===== config.mk =====
export PLATFORM = sky130hd
export DESIGN_NAME = pkt_attr_extractor
export DESIGN_NICKNAME = d
export VERILOG_FILES = /design/src/rtl/pkt_attr_extractor_pkg.sv /design/src/rtl/pkt_attr_extractor_hdr_parse.sv /design/src/rtl/pkt_attr_extractor.sv
export SDC_FILE = /design/constraint.sdc
export NUM_CORES = 1
export LEC_CHECK = 0
export CELL_PAD_IN_SITES_DETAIL_PLACEMENT = 0
export CELL_PAD_IN_SITES_GLOBAL_PLACEMENT = 1
export CORE_ASPECT_RATIO = 1.75
export CORE_MARGIN = 3
export CORE_UTILIZATION = 25
export DETAILED_ROUTE_END_ITERATION = 6
export PLACE_DENSITY = 0.59
export REMOVE_ABC_BUFFERS = 1
export SYNTH_ARGS = -nofsm -noshare
export SYNTH_HDL_FRONTEND = slang
export SYNTH_SLANG_ARGS = --single-unit
export TNS_END_PERCENT = 100

===== constraint.sdc =====
create_clock -name clk -period 10.4 [get_ports clk]
set_input_delay 2.08 -clock clk [delete_from_list [all_inputs] [get_ports clk]]
set_output_delay 2.08 -clock clk [all_outputs]
set_load 0.1 [all_outputs]

===== src/rtl/pkt_attr_extractor_pkg.sv =====
// Shared definitions for the packet attribute extractor.
// Holds stream/attribute widths, the attribute flag bit positions,
// the tuple sub-field offsets, protocol constants, the capture FSM
// state type and a header byte accessor used by the parser.
package pkt_attr_extractor_pkg;

   localparam int C_M_AXIS_DATA_WIDTH  = 256;
   localparam int C_M_AXIS_TUSER_WIDTH = 128;
   localparam int ATTRIBUTE_DATA_WIDTH = 135;
   localparam int NUM_INPUT_QUEUES     = 8;
   localparam int TUPLE_WIDTH          = 104;
   localparam int BYTES_COUNT_WIDTH    = 16;

   // Only the first two beats (64 bytes) of a packet are ever parsed.
   localparam int HDR_BYTES = 64;
   localparam int HDR_WIDTH = 8 * HDR_BYTES;

   // Flag positions inside the parser's flag vector.
   localparam int F_IP      = 0;
   localparam int F_TCP     = 1;
   localparam int F_UDP     = 2;
   localparam int F_VLAN_Q  = 3;
   localparam int F_VLAN_AD = 4;
   localparam int NUM_FLAGS = 5;

   // Flag positions inside the attribute word: directly above length.
   localparam int FLAG_IP      = TUPLE_WIDTH + BYTES_COUNT_WIDTH + F_IP;
   localparam int FLAG_TCP     = TUPLE_WIDTH + BYTES_COUNT_WIDTH + F_TCP;
   localparam int FLAG_UDP     = TUPLE_WIDTH + BYTES_COUNT_WIDTH + F_UDP;
   localparam int FLAG_VLAN_Q  = TUPLE_WIDTH + BYTES_COUNT_WIDTH + F_VLAN_Q;
   localparam int FLAG_VLAN_AD = TUPLE_WIDTH + BYTES_COUNT_WIDTH + F_VLAN_AD;

   // Tuple sub-field LSB offsets.
   localparam int TUPLE_PROTO_LSB = 0;
   localparam int TUPLE_DPORT_LSB = 8;
   localparam int TUPLE_SPORT_LSB = 24;
   localparam int TUPLE_DST_LSB   = 40;
   localparam int TUPLE_SRC_LSB   = 72;

   localparam logic [15:0] ETH_IPV4    = 16'h0800;
   localparam logic [15:0] ETH_VLAN_Q  = 16'h8100;
   localparam logic [15:0] ETH_VLAN_AD = 16'h88A8;
   localparam logic [7:0]  PROTO_TCP   = 8'd6;
   localparam logic [7:0]  PROTO_UDP   = 8'd17;

   typedef enum logic [1:0] {
      ST_SOP      = 2'd0,
      ST_BEAT1    = 2'd1,
      ST_WAIT_EOP = 2'd2
   } cap_state_t;

   // Byte idx of the header buffer, or zero when idx is not below lim.
   // Callers keep lim <= 64, so idx[6] is always clear on a real read.
   function automatic logic [7:0] hdr_byte(input logic [HDR_WIDTH-1:0] hdr,
                                           input logic [6:0] lim,
                                           input logic [6:0] idx);
      logic [7:0] val;
      if (idx < lim) begin
         val = hdr[{idx[5:0], 3'b000} +: 8];
      end else begin
         val = 8'h00;
      end
      return val;
   endfunction

endpackage


===== src/rtl/pkt_attr_extractor_hdr_parse.sv =====
// pkt_hdr_parse: purely combinational L2/L3/L4 header decoder.
// Ports:
//   hdr    in  512  first 64 packet bytes, byte k at [8k+7:8k]
//   length in  16   packet length in bytes
//   flags  out 5    {VLAN_AD, VLAN_Q, UDP, TCP, IP}
//   tuple  out 104  {src ip, dst ip, src port, dst port, proto}
// A field counts only when its last byte lies below min(length, 64);
// absent fields read as zero.
module pkt_hdr_parse
   import pkt_attr_extractor_pkg::*;
(
   input  logic [HDR_WIDTH-1:0]         hdr,
   input  logic [BYTES_COUNT_WIDTH-1:0] length,
   output logic [NUM_FLAGS-1:0]         flags,
   output logic [TUPLE_WIDTH-1:0]       tuple
);

   function automatic logic [15:0] rd16(input logic [HDR_WIDTH-1:0] h,
                                        input logic [6:0] lim,
                                        input logic [6:0] off);
      logic [15:0] val;
      if ((off + 7'd1) < lim) begin
         val = {hdr_byte(h, lim, off), hdr_byte(h, lim, off + 7'd1)};
      end else begin
         val = 16'h0000;
      end
      return val;
   endfunction

   function automatic logic [31:0] rd32(input logic [HDR_WIDTH-1:0] h,
                                        input logic [6:0] lim,
                                        input logic [6:0] off);
      logic [31:0] val;
      if ((off + 7'd3) < lim) begin
         val = {rd16(h, lim, off), rd16(h, lim, off + 7'd2)};
      end else begin
         val = 32'h0000_0000;
      end
      return val;
   endfunction

   logic [6:0]  lim_s;
   logic [15:0] tag_s;
   logic [15:0] inner_s;
   logic [15:0] etype_s;
   logic [6:0]  l3_s;
   logic [6:0]  l4_s;
   logic [7:0]  ver_ihl_s;
   logic [7:0]  proto_s;
   logic [12:0] frag_off_s;
   logic        vlan_q_s;
   logic        vlan_ad_s;
   logic        is_ip_s;
   logic        ports_ok_s;

   // Tag walk, IPv4 qualification and field extraction.
   always_comb begin
      lim_s      = (length > 16'd64) ? 7'd64 : length[6:0];
      tag_s      = rd16(hdr, lim_s, 7'd12);
      inner_s    = rd16(hdr, lim_s, 7'd16);
      vlan_q_s   = 1'b0;
      vlan_ad_s  = 1'b0;
      l3_s       = 7'd14;
      etype_s    = tag_s;
      flags      = {NUM_FLAGS{1'b0}};
      tuple      = {TUPLE_WIDTH{1'b0}};

      case (tag_s)
         ETH_VLAN_Q: begin
            vlan_q_s = 1'b1;
            l3_s     = 7'd18;
            etype_s  = rd16(hdr, lim_s, 7'd16);
         end
         ETH_VLAN_AD: begin
            vlan_ad_s = 1'b1;
            if (inner_s == ETH_VLAN_Q) begin
               vlan_q_s = 1'b1;
               l3_s     = 7'd22;
               etype_s  = rd16(hdr, lim_s, 7'd20);
            end else begin
               l3_s     = 7'd18;
               etype_s  = inner_s;
            end
         end
         default: begin
            l3_s    = 7'd14;
            etype_s = tag_s;
         end
      endcase

      ver_ihl_s  = hdr_byte(hdr, lim_s, l3_s);
      proto_s    = hdr_byte(hdr, lim_s, l3_s + 7'd9);
      frag_off_s = rd16(hdr, lim_s, l3_s + 7'd6) & 16'h1FFF;
      // IHL counts 32-bit words; worst case 22 + 60 = 82 still fits 7 bits.
      l4_s       = l3_s + {1'b0, ver_ihl_s[3:0], 2'b00};

      // The whole 20-byte base header must be visible to trust IP fields.
      is_ip_s    = (etype_s == ETH_IPV4) && (ver_ihl_s[7:4] == 4'd4) &&
                   (ver_ihl_s[3:0] >= 4'd5) && ((l3_s + 7'd19) < lim_s);
      // Non-first fragments carry no L4 header.
      ports_ok_s = is_ip_s && ((l4_s + 7'd3) < lim_s) && (frag_off_s == 13'd0);

      if (is_ip_s) begin
         flags[F_IP]  = 1'b1;
         flags[F_TCP] = (proto_s == PROTO_TCP);
         flags[F_UDP] = (proto_s == PROTO_UDP);
         tuple[TUPLE_SRC_LSB +: 32]  = rd32(hdr, lim_s, l3_s + 7'd12);
         tuple[TUPLE_DST_LSB +: 32]  = rd32(hdr, lim_s, l3_s + 7'd16);
         tuple[TUPLE_PROTO_LSB +: 8] = proto_s;
         if (ports_ok_s) begin
            tuple[TUPLE_SPORT_LSB +: 16] = rd16(hdr, lim_s, l4_s);
            tuple[TUPLE_DPORT_LSB +: 16] = rd16(hdr, lim_s, l4_s + 7'd2);
         end else begin
            tuple[TUPLE_SPORT_LSB +: 16] = 16'h0000;
            tuple[TUPLE_DPORT_LSB +: 16] = 16'h0000;
         end
      end else begin
         tuple = {TUPLE_WIDTH{1'b0}};
      end

      flags[F_VLAN_Q]  = vlan_q_s;
      flags[F_VLAN_AD] = vlan_ad_s;
   end

endmodule


===== src/rtl/pkt_attr_extractor.sv =====
// pkt_attr_extractor: passive tap on a 256-bit AXI4-Stream that captures
// the first 64 bytes of each packet, decodes them and emits one attribute
// word per packet with a single-cycle valid pulse. Never backpressures.
// Ports:
//   clk, resetn     clock, asynchronous active-low reset
//   s_axis_*        observed stream (tdata/tkeep/tuser/tvalid/tready/tlast)
//   pkt_attributes  out 135  {src one-hot, 2'b0, flags, length, tuple}
//   pkt_valid       out 1    one pulse per packet, two cycles after the
//                            last captured header beat
module pkt_attr_extractor
   import pkt_attr_extractor_pkg::*;
(
   input  logic                            clk,
   input  logic                            resetn,
   input  logic [C_M_AXIS_DATA_WIDTH-1:0]  s_axis_tdata,
   input  logic [C_M_AXIS_DATA_WIDTH/8-1:0] s_axis_tkeep,
   input  logic [C_M_AXIS_TUSER_WIDTH-1:0] s_axis_tuser,
   input  logic                            s_axis_tvalid,
   input  logic                            s_axis_tready,
   input  logic                            s_axis_tlast,
   output logic [ATTRIBUTE_DATA_WIDTH-1:0] pkt_attributes,
   output logic                            pkt_valid
);

   cap_state_t                   state_r;
   cap_state_t                   state_nxt_s;
   logic                         beat_s;
   logic                         parse_go_nxt_s;
   logic                         parse_go_r;
   logic [HDR_WIDTH-1:0]         hdr_r;
   logic [23:0]                  meta_r;
   logic [NUM_FLAGS-1:0]         flags_s;
   logic [TUPLE_WIDTH-1:0]       tuple_s;
   logic                         unused_inputs_s;

   // Byte enables and upper tuser bits carry nothing the decoder needs.
   assign unused_inputs_s = ^{s_axis_tkeep, s_axis_tuser[C_M_AXIS_TUSER_WIDTH-1:24]};
   assign beat_s          = s_axis_tvalid & s_axis_tready;

   // Capture FSM state register.
   always_ff @(posedge clk or negedge resetn) begin
      if (!resetn) begin
         state_r    <= ST_SOP;
         parse_go_r <= 1'b0;
      end else begin
         state_r    <= state_nxt_s;
         parse_go_r <= parse_go_nxt_s;
      end
   end

   // Capture FSM next state; parse is launched once the header is complete.
   always_comb begin
      state_nxt_s    = state_r;
      parse_go_nxt_s = 1'b0;
      if (beat_s) begin
         case (state_r)
            ST_SOP: begin
               parse_go_nxt_s = s_axis_tlast;
               state_nxt_s    = s_axis_tlast ? ST_SOP : ST_BEAT1;
            end
            ST_BEAT1: begin
               parse_go_nxt_s = 1'b1;
               state_nxt_s    = s_axis_tlast ? ST_SOP : ST_WAIT_EOP;
            end
            ST_WAIT_EOP: begin
               state_nxt_s    = s_axis_tlast ? ST_SOP : ST_WAIT_EOP;
            end
            default: begin
               state_nxt_s    = ST_SOP;
            end
         endcase
      end else begin
         state_nxt_s    = state_r;
         parse_go_nxt_s = 1'b0;
      end
   end

   // Header buffer and per-packet metadata capture.
   always_ff @(posedge clk or negedge resetn) begin
      if (!resetn) begin
         hdr_r  <= {HDR_WIDTH{1'b0}};
         meta_r <= 24'h00_0000;
      end else if (beat_s && (state_r == ST_SOP)) begin
         hdr_r[255:0] <= s_axis_tdata;
         meta_r       <= s_axis_tuser[23:0];
         // Single-beat packet: stale second-beat bytes must not be decoded.
         if (s_axis_tlast) begin
            hdr_r[511:256] <= {256{1'b0}};
         end else begin
            hdr_r[511:256] <= hdr_r[511:256];
         end
      end else if (beat_s && (state_r == ST_BEAT1)) begin
         hdr_r[511:256] <= s_axis_tdata;
      end else begin
         hdr_r  <= hdr_r;
         meta_r <= meta_r;
      end
   end

   // The buffer may be overwritten by the next packet on the same edge the
   // result is registered, so decode happens in the cycle right after go.
   pkt_hdr_parse u_parse (
      .hdr    (hdr_r),
      .length (meta_r[15:0]),
      .flags  (flags_s),
      .tuple  (tuple_s)
   );

   // Output register: attributes hold between pulses.
   always_ff @(posedge clk or negedge resetn) begin
      if (!resetn) begin
         pkt_attributes <= {ATTRIBUTE_DATA_WIDTH{1'b0}};
         pkt_valid      <= 1'b0;
      end else begin
         pkt_valid <= parse_go_r;
         if (parse_go_r) begin
            pkt_attributes <= {meta_r[23:16], 2'b00, flags_s, meta_r[15:0], tuple_s};
         end else begin
            pkt_attributes <= pkt_attributes;
         end
      end
   end

endmodule

Word-level counts from Yosys, hierarchy flattened
Index checks and enable logic that the tools add are counted.
{"block": "classes", "addsub": 19, "order_cmp": 28, "n_eq_ne": 10, "shifts": 16, "mux": 43, "bitwise_logic": 1, "n_reduce_logical": 12}
{"cell": "variable part select 512 x 10 -> 8 bit", "count": 15}
{"cell": "2-to-1 mux 256 bit", "count": 2}
{"cell": "2-to-1 mux 512 bit", "count": 1}
{"cell": "variable part select 512 x 10 -> 5 bit", "count": 1}
{"cell": "2-to-1 mux 16 bit", "count": 10}
{"cell": "< comparator 7 bit", "count": 20}
{"cell": "2-to-1 mux 104 bit", "count": 1}
{"cell": "2-to-1 mux 32 bit", "count": 3}
{"cell": "2-to-1 mux 8 bit", "count": 11}
{"cell": "adder 7 x 1 -> 7 bit, second input constant", "count": 7}
{"cell": "== test 16 bit, second input constant", "count": 3}
{"cell": "adder 7 x 2 -> 7 bit, second input constant", "count": 6}
{"cell": "case mux 16 bit (2 select lines)", "count": 1}
{"cell": "< comparator 5 x 7 -> 1 bit, first input constant", "count": 4}
{"cell": "== test 16 x 12 -> 1 bit, second input constant", "count": 1}
{"cell": "greater-than comparator 16 x 7 -> 1 bit, second input constant", "count": 1}
{"cell": "adder 7 x 4 -> 7 bit, second input constant", "count": 2}
{"cell": "adder 7 x 5 -> 7 bit, second input constant", "count": 2}
{"cell": "< comparator 4 x 7 -> 1 bit, first input constant", "count": 2}
{"cell": "case mux 7 bit (2 select lines)", "count": 1}
{"cell": "zero test 13 bit", "count": 1}
{"cell": "2-to-1 mux 13 bit", "count": 1}
{"cell": "== test 8 x 3 -> 1 bit, second input constant", "count": 1}
{"cell": "== test 8 x 5 -> 1 bit, second input constant", "count": 1}
{"cell": "20 further kinds", "count": 31}
{"block": "totals", "reg_bits": 673, "in_bits": 421, "elab_cells": 136}

Logic depth before layout (Yosys ltp)
{"block": "logic_depth", "depth_word": 18, "depth_mapped": 30}

By module
Synthesis repeated with hierarchy kept, for this count alone.
{"block": "hier_totals", "hier_cells": 2296, "hier_area_um2": 31965.7}
{"module": "pkt_attr_extractor", "instances": 1, "cells_each": 1466, "area_each_um2": 24509.8}
{"module": "pkt_hdr_parse", "instances": 1, "cells_each": 830, "area_each_um2": 7455.9}

Least setup slack after synthesis
Ideal clock, no wire load.
{"block": "synth_timing", "kind": "reg2reg", "start": "register meta_r[6]", "end": "register pkt_attributes[32]", "setup_time_ns": 0.078, "arrival_time_ns": 7.167, "required_time_ns": 10.322, "setup_slack_ns": 3.156, "stages_incl_launch_ff": 29, "path_buffers": 8, "period_less_slack_ns": 7.244, "cell_sequence": "dfrtp_1 > nor4_4 > o2111ai_2 > a2111oi_4 > a21oi_1 > or2_1 > clkbuf_1 > clkbuf_1 > ha_1 > a21boi_0 > o21ai_0 > a21oi_1 > nor2b_1 > ha_1 > clkbuf_1 > clkbuf_1 > clkbuf_1 > buf_1 > clkbuf_1 > inv_1 > ha_1 > o21a_1 > o21ai_0 > a21oi_1 > or3_1 > or4_1 > buf_2 > o21bai_4 > o2bb2ai_1"}
{"block": "synth_between", "elab_chain_cells": 18, "elab_cells_between_ends": 54, "classes_between": "add/sub (6); order compare (15); eq/ne (5); shift (4); mux (18); reduce/logical (6)"}
{"element": "start, declared", "line": "pkt_attr_extractor.sv:31", "rtl": "logic [23:0] meta_r;"}
{"element": "start signal, assigned", "line": "pkt_attr_extractor.sv:85", "rtl": "meta_r <= s_axis_tuser[23:0];"}
{"element": "start signal, assigned", "line": "pkt_attr_extractor.sv:96", "rtl": "meta_r <= meta_r;"}
{"element": "greater-than comparator 16 x 7 -> 1 bit", "line": "pkt_attr_extractor_hdr_parse.sv:58", "rtl": "lim_s = (length > 16'd64) ? 7'd64 : length[6:0];"}
{"element": "2-to-1 mux 7 bit (*)", "line": "pkt_attr_extractor_hdr_parse.sv:58"}
{"element": "parallel branches: the longest is 15 deep, another holds < comparator 5 x 7 -> 1 bit"}
{"element": "2-to-1 mux 104 bit (*)", "line": "pkt_attr_extractor_hdr_parse.sv:103", "rtl": "if (is_ip_s) begin"}
{"element": "end signal, assigned", "line": "pkt_attr_extractor.sv:112", "rtl": "pkt_attributes <= {ATTRIBUTE_DATA_WIDTH{1'b0}};"}
{"element": "end signal, assigned", "line": "pkt_attr_extractor.sv:117", "rtl": "pkt_attributes <= {meta_r[23:16], 2'b00, flags_s, meta_r[15:0], tuple_s};"}
{"element": "end signal, assigned", "line": "pkt_attr_extractor.sv:119", "rtl": "pkt_attributes <= pkt_attributes;"}
{"element": "end, declared", "line": "pkt_attr_extractor.sv:21", "rtl": "output logic [ATTRIBUTE_DATA_WIDTH-1:0] pkt_attributes,"}
Mark *: on every way between the ends.
A chain may end at the register's enable or synchronous reset.

Worst setup path after layout
{"block": "layout_timing", "start": "register meta_r[13]", "end": "register pkt_attributes[32]"}
{"block": "layout_between", "elab_chain_cells": 18, "elab_cells_between_ends": 54, "classes_between": "add/sub (6); order compare (15); eq/ne (5); shift (4); mux (18); reduce/logical (6)"}
{"element": "greater-than comparator 16 x 7 -> 1 bit (*)", "line": "pkt_attr_extractor_hdr_parse.sv:58"}
{"element": "2-to-1 mux 7 bit (*)", "line": "pkt_attr_extractor_hdr_parse.sv:58"}
{"element": "parallel branches: the longest is 15 deep, another holds < comparator 5 x 7 -> 1 bit"}
{"element": "2-to-1 mux 104 bit (*)", "line": "pkt_attr_extractor_hdr_parse.sv:103"}
Marks and branches as above.

==> flow_summary_export.csv <==
group,metric,value,unit
pwr,internal_power,6.98,mW
final_layout,multi_input_area,13200,um^2
final_layout,fin_util,32.2,%
global_routing,grt_pass1_wl,165000,um
floorplan,chipWidth,271,um
final_layout,syn2layout_area_growth,27.4,%
setup_path,crit_type,"reg -> reg",
floorplan,start_util,25.3,%
drt,via_per_inst,5.09,
placed_design,port_buffers,418,
global_routing,antenna_found_initial,27,
timing,fin_crit,8.00,ns
placed_design,place.gp.congestion,0.793,
pwr,ir_drop,0.223,mV
setup_path,cp_top_family,"compound AO/OA/AOI/OAI gates",
pwr,combPwrFrac,38.2,%
final_layout,final_cell_mix,"dfrtp_1 (672), clkdlybuf4s50_1 (417), mux2_2 (301)",
pwr,power.density,275,nW/um^2
cts,cts_inserted_buffers,71,
setup_path,crit_required,10.96,ns
timing,setup_viol,0,
synth,ys_seq_area_share,54.8,%
pwr,p_sw,3.80,mW
setup_path,cp_max_fo,36,
synth,ys_ff_latch,673,
synth,ys_warn_count,0,
synth,async_reset_ff_share,100,%
final_layout,final_common_cell,"dfrtp_1",
final_layout,drive_gt1_share,24.7,%
setup_path,critPathSlowestCell,"or4_1",
setup_path,cpMostUsedCell,"a21oi_1",
synth,synth-edff-count,0,
final_layout,regArea,16800,um^2
drt,drc,0,
synth,synth_area_leader_cell,"dfrtp_1",
synth,yosysUniqueCellTypes,67,
cts,h-tree-depth,3,
pwr,power_leakage,16.1,nW
synth,synth_area_per_cell,14.2,um^2
cts,cts_hold_buf,0,
timing,relSlewSlack,6.12,%
setup_path,slowest_delay,0.90,ns
drt,firstDrtPassIters,5,
timing,hold_viol,0,
timing,max_freq,125,MHz
timing,rsz0062_at_grt,"no",
cts,cts_sinks,673,
final_layout,nets,2977,
floorplan,fp-row-count,169,
cts,ctsResizeCount,0,
cts,clock_path_buffers,3,
synth,synthTopCellsByArea,"dfrtp_1 (55%), mux2_2 (11%), mux4_2 (11%), a22o_1 (8.4%), o2bb2ai_1 (2.5%)",
floorplan,ioPinCount,557,
setup_path,crit_chain,"nor4_4 > o2111ai_2 > a2111oi_4 > o21a_1 > inv_2 > ha_1 > a21oi_1 > a21oi_1 > a311o_1 > nor2_1 > nor2_1 > ha_4 > ha_4 > ha_1 > o21a_1 > o21ai_0 > a21oi_1 > or3_1 > or4_1 > o21bai_4 > o2bb2ai_1",
global_routing,grt_pass1_vias,23500,
cts,clk_pin_slew,0.06,ns
setup_path,cp-end-kind,"register",
global_routing,grtUsageTotal,17.4,%
pwr,p_sw_share,35.3,%
synth,synthCells,2163,
drt,wl_per_cell,26.5,um
floorplan,die_area,127000,um^2
timing,worst_pin_slew,1.41,ns
floorplan,die_h,470,um
timing,period_share,76.9,%
drt,drt_iter0_markers,1543,
setup_path,arrival,8.56,ns
setup_path,crit_path_start_kind,"register",
synth,synth_ff_type,"dfrtp_1",
pwr,sequentialPowerShare,37.5,%
final_layout,n_fill_cell,12000,
worst_hold_path,hold_class,"reg -> reg",
drt,drtAntennaViolNets,0,
drt,drt-total-wl,112000,um
placed_design,placed_cells,4075,
timing,fin_tns_setup,0,ns
cts,root_buffer,"clkbuf_16",
timing,slew_viol_final,0,
synth,syn_area,30700,um^2
setup_path,cp_num_buf_inv,1,
global_routing,grt_max_degree,179,
flow_run,cap_violations,0,
cts,post_cts_buffers,0,
placed_design,hpwl,75900,um
run_status,run_status,"complete, no violations",
pwr,p_clk_share,24.3,%
drt,vias,21400,
cts,cts_tree,"yes",
cts,clk_latency,0.66,ns
floorplan,placeableCoreArea,122000,um^2
final_layout,final-instance-count-excl-fill,4214,
timing,skew,0.0376,ns
synth,synth_top_area_share,54.8,%
global_routing,overflow,0,
==> cells in the mapped netlist, drive strengths merged (32+ instances only) <==
| cell type | count |
|---|---|
| o2bb2ai | 89 |
| a21oi | 61 |
| mux2 | 301 |
| dfrtp | 673 |
| a22o | 295 |
| mux4 | 144 |
| mux2i | 50 |
| clkbuf | 148 |
| o21ai | 70 |
| nor2 | 32 |
| inv | 38 |
| ha | 32 |
| nand2 | 39 |
==> layout make-up <==
type,instances,area share (%)
diodes,12,0.0766
repair buffers,461,11.7
clock inverters,31,0.907
clock buffers,96,5.08
flip-flops and latches,673,43.0
multi-input cells,1278,33.7
inverters,39,0.386
well taps,1624,5.19
==> worst reg2reg max path: stages, from the launching register on <==
cell and delay, ns:
dfrtp_1 0.41, nor4_4 0.73, o2111ai_2 0.31, a2111oi_4 0.53, o21a_1 0.55, inv_2 0.36
ha_1 0.34, a21oi_1 0.13, a21oi_1 0.19, a311o_1 0.41, nor2_1 0.12, nor2_1 0.09
ha_4 0.69, ha_4 0.48, ha_1 0.30, o21a_1 0.10, o21ai_0 0.16, a21oi_1 0.08
or3_1 0.38, or4_1 0.90, o21bai_4 0.47, o2bb2ai_1 0.21
==> state kept, by name, indices dropped and copies added, names as in the netlist <==
register	cells
hdr_r	512
meta_r	24
parse_go_r	1
pkt_valid	1
pkt_attributes	133
state_r	2
==> cells by family after synthesis <==
logic type,synth area share [%]
buffers and inverters,2.67
XOR/XNOR,0.114
adder cells (fa/ha/maj),1.30
AO/OA/AOI/OAI,15.2
AND/OR/NAND/NOR,2.73
multiplexers,23.2
flip-flops,54.8
other,0.0122
==> power by group through the flow <==
stage / Combinational (mW) / Clock, mW / Sequential (mW)
final: 4.12 / 2.62 / 4.05
after global routing: 4.42 / 2.81 / 4.15
after CTS: 4.20 / 2.71 / 4.05
after detailed placement: 4.18 / 0 / 4.10
after global placement: 4.12 / 0 / 4.06
after floorplan: 2.91 / 0 / 4.15
==> layer usage <==
metal / share of wire (%) / up-vias / track usage (%)
met1: 41 / 11400 / 21.7
met2: 49 / 749 / 29.1
met3: 7.2 / 149 / 4.52
met5: 0.094 / - / 0
li1: - / 9152 / -
met4: 3.0 / 18 / 5.96
==> through the flow <==
| stage | cell area (um^2) | hold slack [ns] | worst slack, ns | power [mW] |
|---|---|---|---|---|
| global route | 39200 | 0.502 | 1.85 | 11.4 |
| finish | 39200 | 0.486 | 2.40 | 10.8 |
| detailed placement | 36800 | 0.475 | 2.10 | 8.28 |
| floorplan | 30100 | 0.461 | -41.25 | 7.06 |
| CTS | 39200 | 0.493 | 2.09 | 11.0 |
| global placement | 36800 | 0.469 | 2.09 | 8.17 |
==> worst paths after layout <==
kind                                     from            endpoint  slack [ns]  cells past startpoint
setup / recovery                   meta_r[13]  pkt_attributes[32]        2.40                     21
hold / removal             pkt_attributes[41]  pkt_attributes[41]        0.49                      1
setup reg to reg                   meta_r[13]  pkt_attributes[32]        2.40                     21
hold reg to reg            pkt_attributes[41]  pkt_attributes[41]        0.49                      1
max in group asynchronous              resetn          hdr_r[153]        6.48                      3
min in group asynchronous              resetn  pkt_attributes[84]        1.47                      1
(Power assumes the default switching activity.)
